===== src/rtl/shift_normalizer_pkg.sv =====
// Shared encodings and sizes for the shift normalizer slice.
package shift_normalizer_pkg;

    typedef enum logic [1:0] {
        IDLE  = 2'd0,
        SHIFT = 2'd1,
        DONE  = 2'd2
    } state_t;

    localparam logic OP_LOGICAL = 1'b1;
    localparam logic OP_ARITH   = 1'b0;

    localparam int MAX_SHIFT = 3;
    localparam int DATA_W    = 4;
    localparam int K_W       = $clog2(MAX_SHIFT + 1);

endpackage


===== src/rtl/shift_normalizer_norm_detect.sv =====
// Combinational terminate detector for one normalization step.
module norm_detect
    import shift_normalizer_pkg::*;
(
    input  logic [DATA_W-1:0] w,
    input  logic              op_type,
    input  logic [K_W-1:0]    k,
    output logic              stop
);

    logic msb_ok;

    always_comb begin
        // Arithmetic mode is normalized once the sign bit differs from the next bit.
        if (op_type == OP_LOGICAL) msb_ok = w[DATA_W-1];
        else                       msb_ok = w[DATA_W-1] ^ w[DATA_W-2];
        stop = msb_ok || (w == '0) || (k == K_W'(MAX_SHIFT));
    end

endmodule


===== src/rtl/shift_normalizer.sv =====
// Sequential left-shift normalizer with signed restore count; one bit per SHIFT cycle.
module shift_normalizer
    import shift_normalizer_pkg::*;
(
    input  logic              clk,
    input  logic              rst,
    input  logic              start,
    input  logic [DATA_W-1:0] num,
    input  logic              op_type,
    output logic              busy,
    output logic              done,
    output logic [DATA_W-1:0] norm,
    output logic [DATA_W-1:0] count,
    output logic              zero
);

    state_t            state, state_next;
    logic [DATA_W-1:0] w;
    logic [K_W-1:0]    k;
    logic              mode;
    logic              stop;

    norm_detect u_norm_detect (
        .w       (w),
        .op_type (mode),
        .k       (k),
        .stop    (stop)
    );

    always_ff @(posedge clk) begin
        if (rst) state <= IDLE;
        else     state <= state_next;
    end

    always_comb begin
        state_next = state;
        busy       = 1'b0;
        done       = 1'b0;
        case (state)
            IDLE:  if (start) state_next = SHIFT;
            SHIFT: begin
                busy = 1'b1;
                if (stop) state_next = DONE;
            end
            DONE: begin
                done       = 1'b1;
                state_next = IDLE;
            end
            default: state_next = IDLE;
        endcase
    end

    always_ff @(posedge clk) begin
        if (rst) begin
            w     <= '0;
            k     <= '0;
            mode  <= OP_ARITH;
            norm  <= '0;
            count <= '0;
            zero  <= 1'b0;
        end else begin
            case (state)
                IDLE: begin
                    if (start) begin
                        w    <= num;
                        k    <= '0;
                        mode <= op_type;
                    end
                end
                SHIFT: begin
                    if (stop) begin
                        norm  <= w;
                        count <= '0 - {{(DATA_W-K_W){1'b0}}, k};
                        zero  <= (w == '0);
                    end else begin
                        w <= {w[DATA_W-2:0], 1'b0};
                        k <= k + 1'b1;
                    end
                end
                default: ;
            endcase
        end
    end

endmodule


===== config.mk =====
export PLATFORM = sky130hd
export DESIGN_NAME = shift_normalizer
export DESIGN_NICKNAME = d
export VERILOG_FILES = /design/src/rtl/shift_normalizer_pkg.sv /design/src/rtl/shift_normalizer_norm_detect.sv /design/src/rtl/shift_normalizer.sv
export SDC_FILE = /design/constraint.sdc
export NUM_CORES = 1
export LEC_CHECK = 0
export ABC_AREA = 0
export CAP_MARGIN = 20
export CORE_MARGIN = 1
export CORE_UTILIZATION = 45
export DETAILED_ROUTE_END_ITERATION = 10
export MAX_ROUTING_LAYER = met4
export PLACE_DENSITY = 0.8
export SYNTH_ARGS = -nofsm -noshare
export SYNTH_HDL_FRONTEND = slang
export SYNTH_SLANG_ARGS = --single-unit
export TNS_END_PERCENT = 20

===== constraint.sdc =====
create_clock -name clk -period 2.1 [get_ports clk]
set_clock_uncertainty 0.05 [all_clocks]
set_input_delay 0.21 -clock clk [delete_from_list [all_inputs] [get_ports clk]]
set_output_delay 0.21 -clock clk [all_outputs]
set_load 0.03 [all_outputs]

==> out/results.ini <==
[timing]
timing.final.crit_share_pct=93.0
tightest_slew_ns=0.413
drv_slew=0
maxSlewHeadroom_pct=72.3
setup_viol=0
fmaxAchievable_mhz=512
fin_crit_ns=1.95
finalSetupTns_ns=0
rsz0062_at_grt=false
hold_viol=0

[clock_network]
ctsResizeCount=0
worst_skew_pair.late_latency_ns=0.29
postCtsSetupRepairBufs=0
htreeDepth=1
clkSinkCount=17
cts_tree=built
clock_tree.buffer_depth=2
clkTransAtPathRegs_ns=0.09
numCtsBuffers=3
ctsRootBufferMaster=clkbuf_4
cts_hold_buf=0

[detailed_routing]
ant_nets=0
first_pass_iters=7
drt_iter0_drc=18
vias=657
drc_errors=1
viasPerCell=5.34
wirelength_um=1510
routedWlPerCell_um=12.2

[die]
die_area_um2=1930
die_height_um=43.9
core_area_um2=1580
start_util_pct=50.2
io_pins=19
die_width_um=43.9
rows=14

[critical_path]
start_kind=flip-flop
r2r_end=w[2]
path_buf_inv=1
reg2reg_slack_ns=0.15
worst_path_largest_cell_delay_ns=0.36
r2r_start=w[2]
rr_worst_depth=6
criticalPathCategory=flip-flop to flip-flop
crit_arrival_ns=2.09
cp_max_fo=6
critPathRequiredTime_ns=2.23
slowest_stage=dfxtp_1
end_kind=flip-flop
cp_cell_sequence=inv_1 -> ha_1 -> mux2_4 -> nor4_4 -> nor2_2 -> mux2_1
crit_family=multiplexers

[synth]
syn_nets=94
syn_avg_cell_area_um2=9.53
netlist_instances=83
synth_edf_count=0
synth_seq_area_share_pct=43.0
synth.distinct_cells=27
synth-seq-cells=17
ys_warn_count=0
yosys_most_used_dff=dfxtp_1
syn-cell-area_um2=791
async_flop_share_pct=0

[final_layout]
area_growth_pct=31.5
multiInputGateArea_um2=417
nNetsFinal=119
fin_area_um2=1040
diodes=0
fillers=118
seqCellArea_um2=340
finalNonFillerCells=123
drive_above_1_share_pct=15.0

[pwr]
ir_worst_vdd_mv=0.478
p_int_uw=508
power_frac_seq_pct=49.4
swShare_pct=30.0
clkPwrFrac_pct=23.9
leakage_uw=0.000420
p_comb_share_pct=26.8
power_density_nw_per_um2=697
p_sw_uw=217

[min_path]
hp-class=flip-flop to flip-flop
min_from=norm[0]
hold_depth=2
hold_end=norm[0]

[global_routing]
grt_overflow_total=0
grt_pass1_vias=600
grtUsageTotal_pct=19.3
grt_pass1_wl_um=2570
antenna_found_initial=0
grt_max_degree=13

[status]
violations=design-rule violations
status=complete, but fails checks

[run]
cap_violations=0

[place]
dpl.hpwl_um=1160
place_area_um2=1010
gp_congestion=0.790
io_buffers=18
dp.cells=119

cell usage in the layout, fill, tap and decap left out, drive strengths merged:
cell / n
a21oi: 5
a22o: 1
a22oi: 1
buf: 5
clkbuf: 4
clkdlybuf4s50: 18
clkinv: 1
dfxtp: 17
ha: 3
inv: 4
mux2: 4
mux2i: 7
nand2: 8
nand2b: 1
nand3b: 1
nor2: 16
nor2b: 2
nor3b: 2
nor4: 1
o211ai: 2
o21ai: 1
o31a: 1
o31ai: 2
final cells by class:
type	instances	area share, %
flip-flops and latches	17	32.7
clock buffers	4	2.53
multi-input cells	58	40.1
repair buffers	23	20.9
inverters	5	1.81
well taps	16	1.93
cells in the mapped netlist (2+ instances only):
library cell | n | area share [%]
dfxtp_1 | 17 | 43
nor2_1 | 15 | 7.1
nand2_1 | 8 | 3.8
mux2i_1 | 7 | 8.9
a21oi_1 | 5 | 3.2
inv_1 | 4 | 1.9
ha_1 | 3 | 4.7
clkbuf_1 | 2 | 0.95
mux2_2 | 2 | 2.8
nor2b_1 | 2 | 1.6
o211ai_1 | 2 | 1.9
state kept, by name, summed over array words and instances (netlist names):
signal  flops
zero        1
count       3
mode        1
w           4
state       2
norm        4
k           2
worst max-delay path by stage:
stage,start,endpoint,cells after the start
after floorplan,w[2],w[2],6
after global placement,w[2],w[2],6
after detailed placement,w[2],w[2],6
after CTS,state[1],busy,3
after global routing,state[1],busy,3
final,w[2],w[2],6
power by group through the flow:
stage | Sequential [µW] | Clock (µW) | Combinational [µW]
floorplan | 371 | 0 | 120
global placement | 364 | 0 | 189
CTS | 358 | 177 | 195
global route | 361 | 196 | 211
detailed placement | 365 | 0 | 194
finish | 358 | 173 | 194
tightest hold or removal path, stage by stage, from the launching register on:
cell	delay, ns
dfxtp_1	0.32
nand2_1	0.05
a21oi_1	0.05
cells by family after synthesis:
logic type / share of synthesized area, %
adders and majority gates: 4.75
DFF: 43.0
and+or+nand+nor: 20.3
buffers and inverters: 4.27
AOI/OAI and AO/OA: 12.7
muxes: 15.0
stage by stage:
step	hold WS [ns]	util, %	setup WS (ns)	power [µW]
2_1_floorplan	0.307	-	0.268	491
3_3_place_gp	0.388	64.3	0.219	553
3_5_place_dp	0.397	64.3	0.160	559
4_1_cts	0.410	66.0	0.139	730
5_1_grt	0.429	66.0	0.0336	768
6_report	0.408	66.0	0.146	725
per-layer routing:
layer  part of all wire (%)  global-route usage (%)  up-vias
met5                      0                       -        -
met4                    2.5                    10.9        0
met3                    5.8                    7.50        6
met2                     46                    30.7       20
met1                     46                    20.4      298
li1                       -                       -      333
Power figures use the tool's default switching activity.
==> patch: new RTL, same flow settings <==
Make the reset (`rst`) asynchronous in 2 clocked blocks.
--- a/src/rtl/shift_normalizer.sv
+++ b/src/rtl/shift_normalizer.sv
@@ -27,7 +27,7 @@
         .stop    (stop)
     );
 
-    always_ff @(posedge clk) begin
+    always_ff @(posedge clk or posedge rst) begin
         if (rst) state <= IDLE;
         else     state <= state_next;
     end
@@ -50,7 +50,7 @@
         endcase
     end
 
-    always_ff @(posedge clk) begin
+    always_ff @(posedge clk or posedge rst) begin
         if (rst) begin
             w     <= '0;
             k     <= '0;
Function: differs if rst is asserted again (counterexample within 4 cycles, from zero or initial values and one cycle with rst high); with rst held inactive, the same outputs for 10 cycles.
==> patch against the unedited design <==
- routed wire length fell by 6.9%
- via count shrank 10%
- sequential cell count stayed put
- cell area is 0.12% higher
- fmax increased by 8.5%
- synthesized area rose by 2.7%
- setup slack gained 0.15 ns
- hold slack lost 0.17 ns
- synthesized cell count is 14% lower
- critical endpoint is now count[1]
- highest routed layer unchanged
Power is not compared: it rests on default switching activity, and its combinational part moved more than twofold at a synthesized area within 25%.
==> patch: results (changes against the unedited design) <==
Placement
  • Dpl ws: 0.324 ns (+0.165 ns)
  • Routability cong.: 0.812 (+2.8%)
  • IO buf count: 18 (unchanged)

Yosys
  • Ys Warns: 0 (unchanged)
  • Multiplexer share of the synthesized area: 5.86% (-9.2 points)
  • Synth Area in Compound Gates: 15.6% (+2.9 points)
  • Unique masters post-synth: 28 (+3.7%)
  • Area share of fa/ha/maj cells after synthesis: 4.62% (-0.12 points)
  • Sequential area share after synthesis: 52.4% (+9.4 points)
  • Largest family of logic cells by synthesized area: compound AO/OA/AOI/OAI gates
  • Post-synth ARST share: 100% (+100 points)
  • Net Count, Synth: 82 (-13%)
  • Synth top area cells: dfrtp_1 (52%), ha_1 (4.6%), inv_1 (4.2%)
  • Synth Area in XOR/XNOR: 0% (unchanged)
  • Synth cell count leaders: dfrtp_1 (17), inv_1 (9), nand2_1 (9)

Pwr
  • LEAKAGE: 0.487 nW
  • P_sw: 746 uW
  • Sequential share of power: 34.2%
  • Clock share of power: around a tenth
  • Worst VDD drop: between 1 and 1.5 mV

Routing
  • Metal2 WL: 664 um (-3.3%)
  • Metal3 WL: 51 um (-41%)
  • Routed vias: 591 (-10%)
  • First DRT Iteration DRCs: 12 (-6)
  • M1 wire length: 679 um (-1.9%)
  • 1st-pass router iterations: 4 (-3)
  • Max layer used: met4
  • Wire per inst: 12.1 um (-1.3%)

GRT
  • Pin count of the biggest net entering global routing: 18 (+5)
  • Met3 GRT Util: 3.67% (-3.8 points)
  • Gr usage total: 18.4% (-0.95 points)
  • GR Layer Usage met1: 23.3% (+2.9 points)
  • First-pass GRT wire length: 2570 um (+0.27%)
  • Vias in the first global route: 597 (-0.50%)
  • Initial antenna violation count: 0 (unchanged)
  • GRT met2 Usage: 29.1% (-1.6 points)

Layout
  • Layout cells sized above 1: 16.3% (+1.4 points)
  • Largest regs: norm x4, w x4, count x3
  • Layout fillers: 123 (+4.2%)
  • N_diodes: 0 (unchanged)
  • Nets: 104 (-13%)

Clock tree
  • Clock latency at the later pin of the worst-skew pair: about 0.28 ns
  • TritonCTS Buffers: 3 (unchanged)
  • CTS clk-pin slew, worst paths: 0.10 ns
  • Setup bufs post-CTS: 0 (unchanged)
  • Clock Path Buffers: 2 (unchanged)
  • H-tree depth: 1 (unchanged)
  • CTS root buf: clkbuf_4

Worst setup path
  • Crit path max fanout: 3 (-3)
  • Crit path arrival time: 1.93 ns (-0.16 ns)

Status
  • Outcome: completed

Worst hold path
  • HP Class: in2async

Timing
  • Pin slew with the least headroom to its limit: 0.629 ns (+0.216 ns)
==> patch: cell types whose count changed in the layout (fill, tap and decap cells not counted), moves of 2 or more <==
cell / unedited run / this run
nor2_1: 15 / 1
inv_1: 4 / 9
nand3_1: 0 / 3
dfxtp_1: 17 / 0
a21oi_1: 5 / 1
mux2i_1: 7 / 1
dfrtp_1: 0 / 17
buf_4: 5 / 1
o21ai_0: 1 / 4
o22ai_1: 0 / 3
o211ai_1: 2 / 0
a31oi_1: 0 / 2
==> patch: through the flow <==
step                      cell area (um2)  utilization (%)  power, mW  hold slack [ns]  instances
after global placement               1010             63.4       1.53            0.415        112
after global routing                 1040             65.3       1.85            0.307        116
after CTS                            1040             65.1       1.74            0.256        116
after floorplan                       812                -       1.28           0.0861         71
final                                1040             65.3       1.72            0.242        116
after detailed placement             1010             63.4       1.57            0.427        112
==> patch: worst max-delay path, stage by stage (launching register included) <==
cell	delay [ns]
dfrtp_1	0.41
inv_1	0.11
ha_1	0.25
mux2_4	0.30
o31ai_4	0.23
mux2_2	0.35
==> patch: path summary, 6_finish.rpt <==
path,start,end,slack [ns],cells after the start
max reg2reg,w[3],count[1],0.30,5
min reg2reg,norm[3],norm[3],0.45,2
max in group asynchronous,rst,w[2],1.34,2
max,w[3],count[1],0.30,5
min,rst,mode,0.24,2
min in group clk,num[0],w[0],0.45,3
==> patch: timing repair <==
| action | in CTS | in global routing |
|---|---|---|
| hold endpoints to repair | 0 | 0 |
| endpoints found under the setup margin | 0 | 1 |
| gates resized for setup | 0 | 1 |
==> patch: layout make-up <==
class	count	area (um2)	share of cell area [%]
timing repair buffer	19	190	18.3
sequential	17	425	40.9
multi-input combinational	43	334	32.1
tap	24	30.0	2.88
clock inverter	1	5.00	0.481
clock buffer	3	22.5	2.16
inverter	9	33.8	3.25
